--- config.mk ---
export PLATFORM = sky130hd
export DESIGN_NAME = ovl_unchange_multi
export DESIGN_NICKNAME = d
export VERILOG_FILES = /design/src/rtl/ovl_unchange_multi.sv
export SDC_FILE = /design/constraint.sdc
export NUM_CORES = 1
export LEC_CHECK = 0
export CAP_MARGIN = 0
export CORE_AREA = 8 8 95 97
export CTS_BUF_LIST = sky130_fd_sc_hd__clkbuf_8 sky130_fd_sc_hd__clkbuf_16
export DETAILED_ROUTE_END_ITERATION = 8
export DIE_AREA = 0 0 103 105
export PLACE_DENSITY = 0.87
export SYNTH_ARGS = -nofsm -noshare
export SYNTH_HDL_FRONTEND = slang
export SYNTH_SLANG_ARGS = --single-unit
--- constraint.sdc ---
create_clock -name clk -period 3.97 [get_ports clk]
set_input_delay 0.9925 -clock clk [delete_from_list [all_inputs] [get_ports clk]]
set_output_delay 0.9925 -clock clk [all_outputs]
set_load 0.02 [all_outputs]
--- src/rtl/ovl_unchange_multi.sv ---
// ovl_unchange_multi
// Multi-lane "unchange" checker. Each lane opens a window on start_event,
// captures its slice of test_expr as a reference and, for the next num_cks
// sampling edges, flags any sample that differs from that reference. All
// outputs are registered. err_count accumulates every fire pulse from every
// lane and saturates at 16'hFFFF.
//
// Optional feature: define OVL_UNCHANGE_XCHECK_EN to compile the X/Z checks
// that drive fire_xz. With the macro undefined, fire_xz is tied to 0.
//
// Ports
//   clk             sampling clock, rising edge
//   reset_n         asynchronous active-low reset
//   start_event     [channels]        per-lane window start
//   test_expr       [channels*width]  lane k at [k*width +: width]
//   window          [channels]        lane window open (this is the lane FSM state)
//   fire_unchange   [channels]        value changed inside the window
//   fire_new_start  [channels]        start while open (mode 2 only)
//   fire_xz         [channels]        X/Z seen on start or on test_expr while open
//   window_close    [channels]        window closed normally
//   err_count       [16]              saturating count of all fire pulses
//
// Handshake: there is none. start_event is a level sampled on every rising
// edge; every output is a registered pulse or level with no back-pressure.
module ovl_unchange_multi #(
  parameter int channels            = 4,
  parameter int width               = 8,
  parameter int num_cks             = 4,
  parameter int action_on_new_start = 0
) (
  input  logic                        clk,
  input  logic                        reset_n,
  input  logic [channels-1:0]         start_event,
  input  logic [channels*width-1:0]   test_expr,
  output logic [channels-1:0]         window,
  output logic [channels-1:0]         fire_unchange,
  output logic [channels-1:0]         fire_new_start,
  output logic [channels-1:0]         fire_xz,
  output logic [channels-1:0]         window_close,
  output logic [15:0]                 err_count
);

  localparam int CW = $clog2(num_cks + 1);

  localparam logic [0:0] ST_IDLE = 1'b0;
  localparam logic [0:0] ST_OPEN = 1'b1;

  if (action_on_new_start < 0 || action_on_new_start > 2) begin : g_bad_mode
    $error("ovl_unchange_multi: action_on_new_start must be 0, 1 or 2");
  end

  // Next-cycle fire bits of every lane, used to update err_count in the same
  // cycle the registered fires become visible.
  logic [channels-1:0] fu_d;
  logic [channels-1:0] fn_d;
  logic [channels-1:0] fx_d;

  for (genvar k = 0; k < channels; k++) begin : g_lane
    logic [width-1:0] cur;
    logic             start;
    logic [0:0]       st_q, st_d;
    logic [width-1:0] ref_q, ref_d;
    logic [CW-1:0]    cnt_q, cnt_d;
    logic             fu, fn, fx, wc;
    logic             start_x, expr_x;
    logic             fu_q, fn_q, fx_q, wc_q;

    assign cur   = test_expr[k*width +: width];
    assign start = start_event[k];

    always_comb begin
      st_d    = st_q;
      ref_d   = ref_q;
      cnt_d   = cnt_q;
      fu      = 1'b0;
      fn      = 1'b0;
      wc      = 1'b0;
      start_x = 1'b0;
      expr_x  = 1'b0;
`ifdef OVL_UNCHANGE_XCHECK_EN
      start_x = $isunknown(start);
      expr_x  = (st_q == ST_OPEN) && $isunknown(cur);
`endif
      // An unknown start freezes the lane for this cycle.
      if (!start_x) begin
        if (st_q == ST_IDLE) begin
          if (start) begin
            ref_d = cur;
            cnt_d = CW'(num_cks);
            st_d  = ST_OPEN;
          end
        end else if (start && action_on_new_start == 1) begin
          // Restart cycle: re-capture and re-arm, no comparison, no close.
          ref_d = cur;
          cnt_d = CW'(num_cks);
        end else begin
          // An X compare evaluates false, so unknown values never fire here.
          if (!expr_x && (cur != ref_q)) fu = 1'b1;
          if (start && action_on_new_start == 2) fn = 1'b1;
          if (cnt_q == CW'(1)) begin
            st_d  = ST_IDLE;
            cnt_d = '0;
            wc    = 1'b1;
          end else begin
            cnt_d = cnt_q - CW'(1);
          end
        end
      end
      fx = start_x || expr_x;
    end

    always_ff @(posedge clk or negedge reset_n) begin
      if (!reset_n) begin
        st_q  <= ST_IDLE;
        ref_q <= '0;
        cnt_q <= '0;
        fu_q  <= 1'b0;
        fn_q  <= 1'b0;
        fx_q  <= 1'b0;
        wc_q  <= 1'b0;
      end else begin
        st_q  <= st_d;
        ref_q <= ref_d;
        cnt_q <= cnt_d;
        fu_q  <= fu;
        fn_q  <= fn;
        fx_q  <= fx;
        wc_q  <= wc;
      end
    end

    assign window[k]         = (st_q == ST_OPEN);
    assign fire_unchange[k]  = fu_q;
    assign fire_new_start[k] = fn_q;
    assign window_close[k]   = wc_q;
`ifdef OVL_UNCHANGE_XCHECK_EN
    assign fire_xz[k]        = fx_q;
`else
    assign fire_xz[k]        = 1'b0;
`endif
    assign fu_d[k] = fu;
    assign fn_d[k] = fn;
`ifdef OVL_UNCHANGE_XCHECK_EN
    assign fx_d[k] = fx;
`else
    assign fx_d[k] = 1'b0;
`endif
  end

  logic [16:0] inc;
  logic [16:0] sum;

  always_comb begin
    inc = '0;
    for (int i = 0; i < channels; i++) begin
      inc = inc + 17'(fu_d[i]) + 17'(fn_d[i]) + 17'(fx_d[i]);
    end
    sum = {1'b0, err_count} + inc;
  end

  always_ff @(posedge clk or negedge reset_n) begin
    if (!reset_n) begin
      err_count <= '0;
    end else begin
      err_count <= sum[16] ? 16'hFFFF : sum[15:0];
    end
  end

endmodule
After elaboration in Yosys (flattened, before gate mapping)
Cells that the tools add are included.

Flip-flop bits (word level): 72. Input bits: 38. Output and inout bits: 36. Logic and storage cells: 90.

$add $sub $neg: 8. Equal/unequal tests: 8. Multiplexer cells: 41. Bitwise logic cells: 4. Reduce and logical (&&, ||, !) cells: 8.

Operator list (count): $mux 3 (12); $ne 8x8->1 (4); $mux 1 (28); $add 16x4->17 (1); $mux 16 (1); $eq 3x1->1 const B (4); $sub 3x1->3 const B (4); $reduce_and 2->1 (4); $reduce_bool 2->1 (4); $add 3x1->4 (1); $not 1->1 (4); $add 2x1->3 (1); $add 1x1->2 (1).

Logic depth before layout (Yosys ltp)
Word-level depth: 8. Depth in mapped cells: 13. Gate-level depth less buffers: 12.

Least setup slack after synthesis
Ideal clock, no wire load.

Path kind: input to register. Start: in test_expr[4]. End: reg err_count[14]. Setup time: 0.127 ns. Arrival time: 3.686 ns. Required time: 3.843 ns. Setup slack: 0.156 ns. Stages: 12. Buffers on the path: 0. Cell sequence: xor2_1 > nor4_1 > a21boi_0 > fa_1 > inv_1 > fa_1 > inv_1 > fa_1 > nand4_1 > nor4_4 > and3_1 > mux2_1.

Word-level cells in the longest chain between the ends: 8.

RTL lines: start: declaration (line 34) `input logic [channels*width-1:0] test_expr,`; $ne 8x8->1 (line 98) `if (!expr_x && (cur != ref_q)) fu = 1'b1;`; $mux 1 (line 98); $mux 1 (line 86) `if (st_q == ST_IDLE) begin`; via g_lane[0].fu (line 64) `logic fu, fn, fx, wc;`; $add 1x1->2 (line 156) `inc = inc + 17'(fu_d[i]) + 17'(fn_d[i]) + 17'(fx_d[i]);`; $add 2x1->3 (line 156); $add 3x1->4 (line 156); $add 16x4->17 (line 158) `sum = {1'b0, err_count} + inc;`; $mux 16 (line 165) `err_count <= sum[16] ? 16'hFFFF : sum[15:0];`; end signal: assignment (line 165); end: declaration (line 40) `output logic [15:0] err_count`.

The timed path passes the listed nets, and every way through them passes these cells. A chain may end at the register's enable or synchronous reset.

Worst setup path after layout
Start: in test_expr[19]. End: reg err_count[12].

Word-level cells in the longest chain between the ends: 7.

RTL lines (line): $ne 8x8->1 (98); $mux 1 (98); $mux 1 (86); via g_lane[2].fu (64); $add 2x1->3 (156); $add 3x1->4 (156); $add 16x4->17 (158); $mux 16 (165).

The timed path passes the listed nets, and every way through them passes these cells.

==> flow_summary_export.csv <==
group,metric,value,unit
status,status,"completed",
setup_path,start_kind,"input pin",
setup_path,cp.required,4200,ps
power,p_switching,1.26,mW
sta,max_freq,0.266,GHz
setup_path,path_depth,14,
placement,place_congestion,0.805,
clock_tree,clkTransAtPathRegs,70,ps
flow_run,cap_violations,0,
global_routing,antenna_found_initial,0,
setup_path,crit_start,"test_expr[19]",
final_layout,layout_common_cells,"72 x dfrtp_1, 48 x clkdlybuf4s50_1, 30 x mux2_2, 20 x xnor2_1, 20 x xor2_1",
logic_synthesis,ys_warn_count,0,
final_layout,layout-drive-gt1-share,0.190,
routing,wirelength,7290,um
setup_path,regToRegStartpoint,"g_lane[0].ref_q[1]$_DFFE_PN0P_",
setup_path,critical_path_arrival,3980,ps
global_routing,overflow,0,
clock_tree,cts_sinks,72,
logic_synthesis,syn-cell-area,3620,um2
power,p_sw_frac,0.354,
final_layout,syn2layout_area_growth,27.5,%
clock_tree,numCtsBuffers,9,
power,power.internal,2.30,mW
hold_path,hp-start,"g_lane[2].ref_q[6]$_DFFE_PN0P_",
setup_path,critical_path.max_stage_delay,520,ps
clock_tree,cts_tree,"done",
logic_synthesis,yosysSeqAreaShare,0.498,
floorplanning,die_h,105,um
floorplanning,start_util,0.480,
power,pwr-share-seq,0.384,
routing,routedWlPerCell,14.8,um
sta,fin_crit_sh,0.946,
setup_path,crit_chain,"dlygate4sd2_1 -> xor2_1 -> nor4_2 -> a21boi_1 -> fa_1 -> inv_2 -> fa_2 -> inv_2 -> fa_2 -> nand4_1 -> nor4_4 -> buf_4 -> nand3_2 -> mux2_4",
clock_tree,htree_num_levels,3,
setup_path,crit_slowest_cell,"fa_1",
setup_path,worstSetupPathType,"in2reg",
final_layout,fill_cells,616,
logic_synthesis,yosys-top-cells-area,"dfrtp_1 50%, mux2_2 9.3%, xnor2_1 4.8%",
power,p_per_area,773,nW/um2
power,p_comb_frac,0.420,
sta,slew_violations,0,
final_layout,diodes,0,
final_layout,final-seq-area,1800,um2
sta,setup_viol,0,
sta,maxSlewHeadroom,0.403,
floorplanning,core_area,7530,um2
sta,rsz0062_at_grt,"no",
global_routing,grt_start_max_net_pins,73,
logic_synthesis,yosys.area.top_type_share,0.498,
global_routing,grt_pass1_wl,12200,um
logic_synthesis,ys_seq_elements,72,
final_layout,mostFrequentLayoutCell,"dfrtp_1",
power,pwr-share-clk,0.195,
floorplanning,fp-row-count,32,
clock_tree,clk_latency,340,ps
floorplanning,die_area,10800,um2
routing,drtPass1Iterations,4,
sta,finalHoldViolCount,0,
logic_synthesis,yosysUniqueCellTypes,36,
routing,drtIter0Drc,66,
setup_path,cp_top_family,"adder cells",
sta,min_period,3760,ps
routing,vias,2447,
power,p_leak,2.03,nW
final_layout,nets,435,
final_layout,multi_input_area,1630,um2
setup_path,cp_num_buf_inv,4,
hold_path,whs_path_depth,1,
global_routing,grt_use_total,0.140,
sta,skew,8.85,ps
logic_synthesis,synth.avg_cell_area,11.5,um2
logic_synthesis,synth_cells,315,
final_layout,final_util,0.612,
setup_path,reg2reg_depth,13,
power,vdd_ir_drop_max,0.000414,V
global_routing,grt_pass1_vias,2610,
logic_synthesis,yosys.area.top_type,"dfrtp_1",
clock_tree,max-clock-path-buffers,2,
setup_path,endpoint_kind,"flop",
floorplanning,die_w,103,um
sta,worst_pin_slew,895,ps
routing,drc,0,
hold_path,hold_path.class,"reg2reg",
placement,dp_hpwl,5280,um
sta,holdWs,514,ps
clock_tree,root_buffer,"clkbuf_8",
setup_path,path_max_fanout,3,
routing,ant_nets,0,
placement,io_buffer_count,65,
floorplanning,io_pins,74,
routing,viasPerCell,4.97,
==> flip-flops by register name (all words and copies together) (netlist names) <==
register      cells
g_lane.st_q       4
err_count        16
g_lane.fu_q       4
g_lane.wc_q       4
g_lane.ref_q     32
g_lane.cnt_q     12
==> per-stage QoR <==
step	worst slack [ps]	instance area [um2]	setup TNS [ps]	power [mW]	instances
finish	213	4610	0	3.56	492
global route	19.0	4610	0	3.85	492
CTS	17.2	4560	0	3.57	490
detailed placement	-526	4300	-5470	2.83	470
global placement	-367	4300	-3050	2.73	470
floorplan	156	3640	0	2.36	322
==> worst reg2reg max path: stages (launching register included) <==
cell and delay (ps):
dfrtp_1 400, xor2_1 170, nor4_1 290, a21boi_1 150, fa_1 540, inv_2 40
fa_2 340, inv_2 60, fa_2 200, nand4_1 180, nor4_4 240, buf_4 180
nand3_2 70, mux2_4 300
==> power by group through the flow <==
| stage | sequential [mW] | clock, mW | combinational, mW |
|---|---|---|---|
| 2_1_floorplan | 1.34 | 0 | 1.02 |
| 3_3_place_gp | 1.35 | 0 | 1.38 |
| 3_5_place_dp | 1.38 | 0 | 1.45 |
| 4_1_cts | 1.37 | 0.713 | 1.48 |
| 5_1_grt | 1.42 | 0.743 | 1.69 |
| 6_report | 1.37 | 0.697 | 1.50 |
==> final cells by class <==
| type | count | share of cell area |
|---|---|---|
| Sequential cell | 72 | 0.391 |
| Clock inverter | 7 | 0.0261 |
| Inverter | 16 | 0.0130 |
| Timing Repair Buffer | 80 | 0.162 |
| Tap cell | 102 | 0.0277 |
| Multi-Input combinational cell | 206 | 0.353 |
| Clock buffer | 9 | 0.0269 |
==> kinds of logic after synthesis <==
logic type	share of synthesized area
XOR/XNOR	0.0969
buffers and inverters	0.0675
flip-flops	0.498
adder cells (fa/ha/maj)	0.0478
other	0.00104
multiplexers	0.117
AO/OA/AOI/OAI	0.0526
AND/OR/NAND/NOR	0.119
==> Yosys cell counts <==
cell type / instances
nor4_1: 4
and3_1: 3
o2111ai_1: 2
nor2b_1: 9
and4_1: 3
mux2_2: 30
nand2_1: 16
a31oi_1: 2
mux2_1: 4
fa_1: 3
nand3_1: 4
a21oi_1: 1
nor4_4: 1
conb_1: 1
a311oi_1: 1
ha_1: 9
mux2i_1: 4
o31ai_1: 7
o221ai_1: 1
or3_1: 1
clkbuf_1: 5
nand4_1: 7
nor3b_1: 3
buf_4: 20
o21ai_0: 12
buf_2: 3
xnor2_1: 20
nand2_2: 1
and2_1: 4
nor2_1: 18
o21ba_2: 1
nand2b_1: 5
xor2_1: 20
inv_1: 16
a21boi_0: 2
dfrtp_1: 72
==> path summary, 6_finish.rpt <==
kind,end,slack (ps)
setup / recovery,err_count[12]$_DFF_PN0_,210
hold / removal,g_lane[2].ref_q[6]$_DFFE_PN0P_,510
setup reg to reg,err_count[12]$_DFF_PN0_,690
hold reg to reg,g_lane[2].ref_q[6]$_DFFE_PN0P_,510
max in group asynchronous,g_lane[3].ref_q[7]$_DFFE_PN0P_,2530
min in group asynchronous,g_lane[2].ref_q[5]$_DFFE_PN0P_,860
==> timing repair <==
action | 4_1_cts | 5_1_grt
endpoints found under the setup margin | 5 | 16
buffers inserted | 4 | 2
hold buffers | 0 | 0
pin swaps | 10 | 8
resized for setup | 20 | 8
==> metal layers <==
layer  global-route usage  vias up  part of all wire
li1                     -     1176                 -
met1                0.175     1197              0.43
met2                0.222       63              0.48
met3               0.0398       11             0.071
met4               0.0558        0             0.016
met5                    0        -                 0
(Power assumes the default switching activity.)
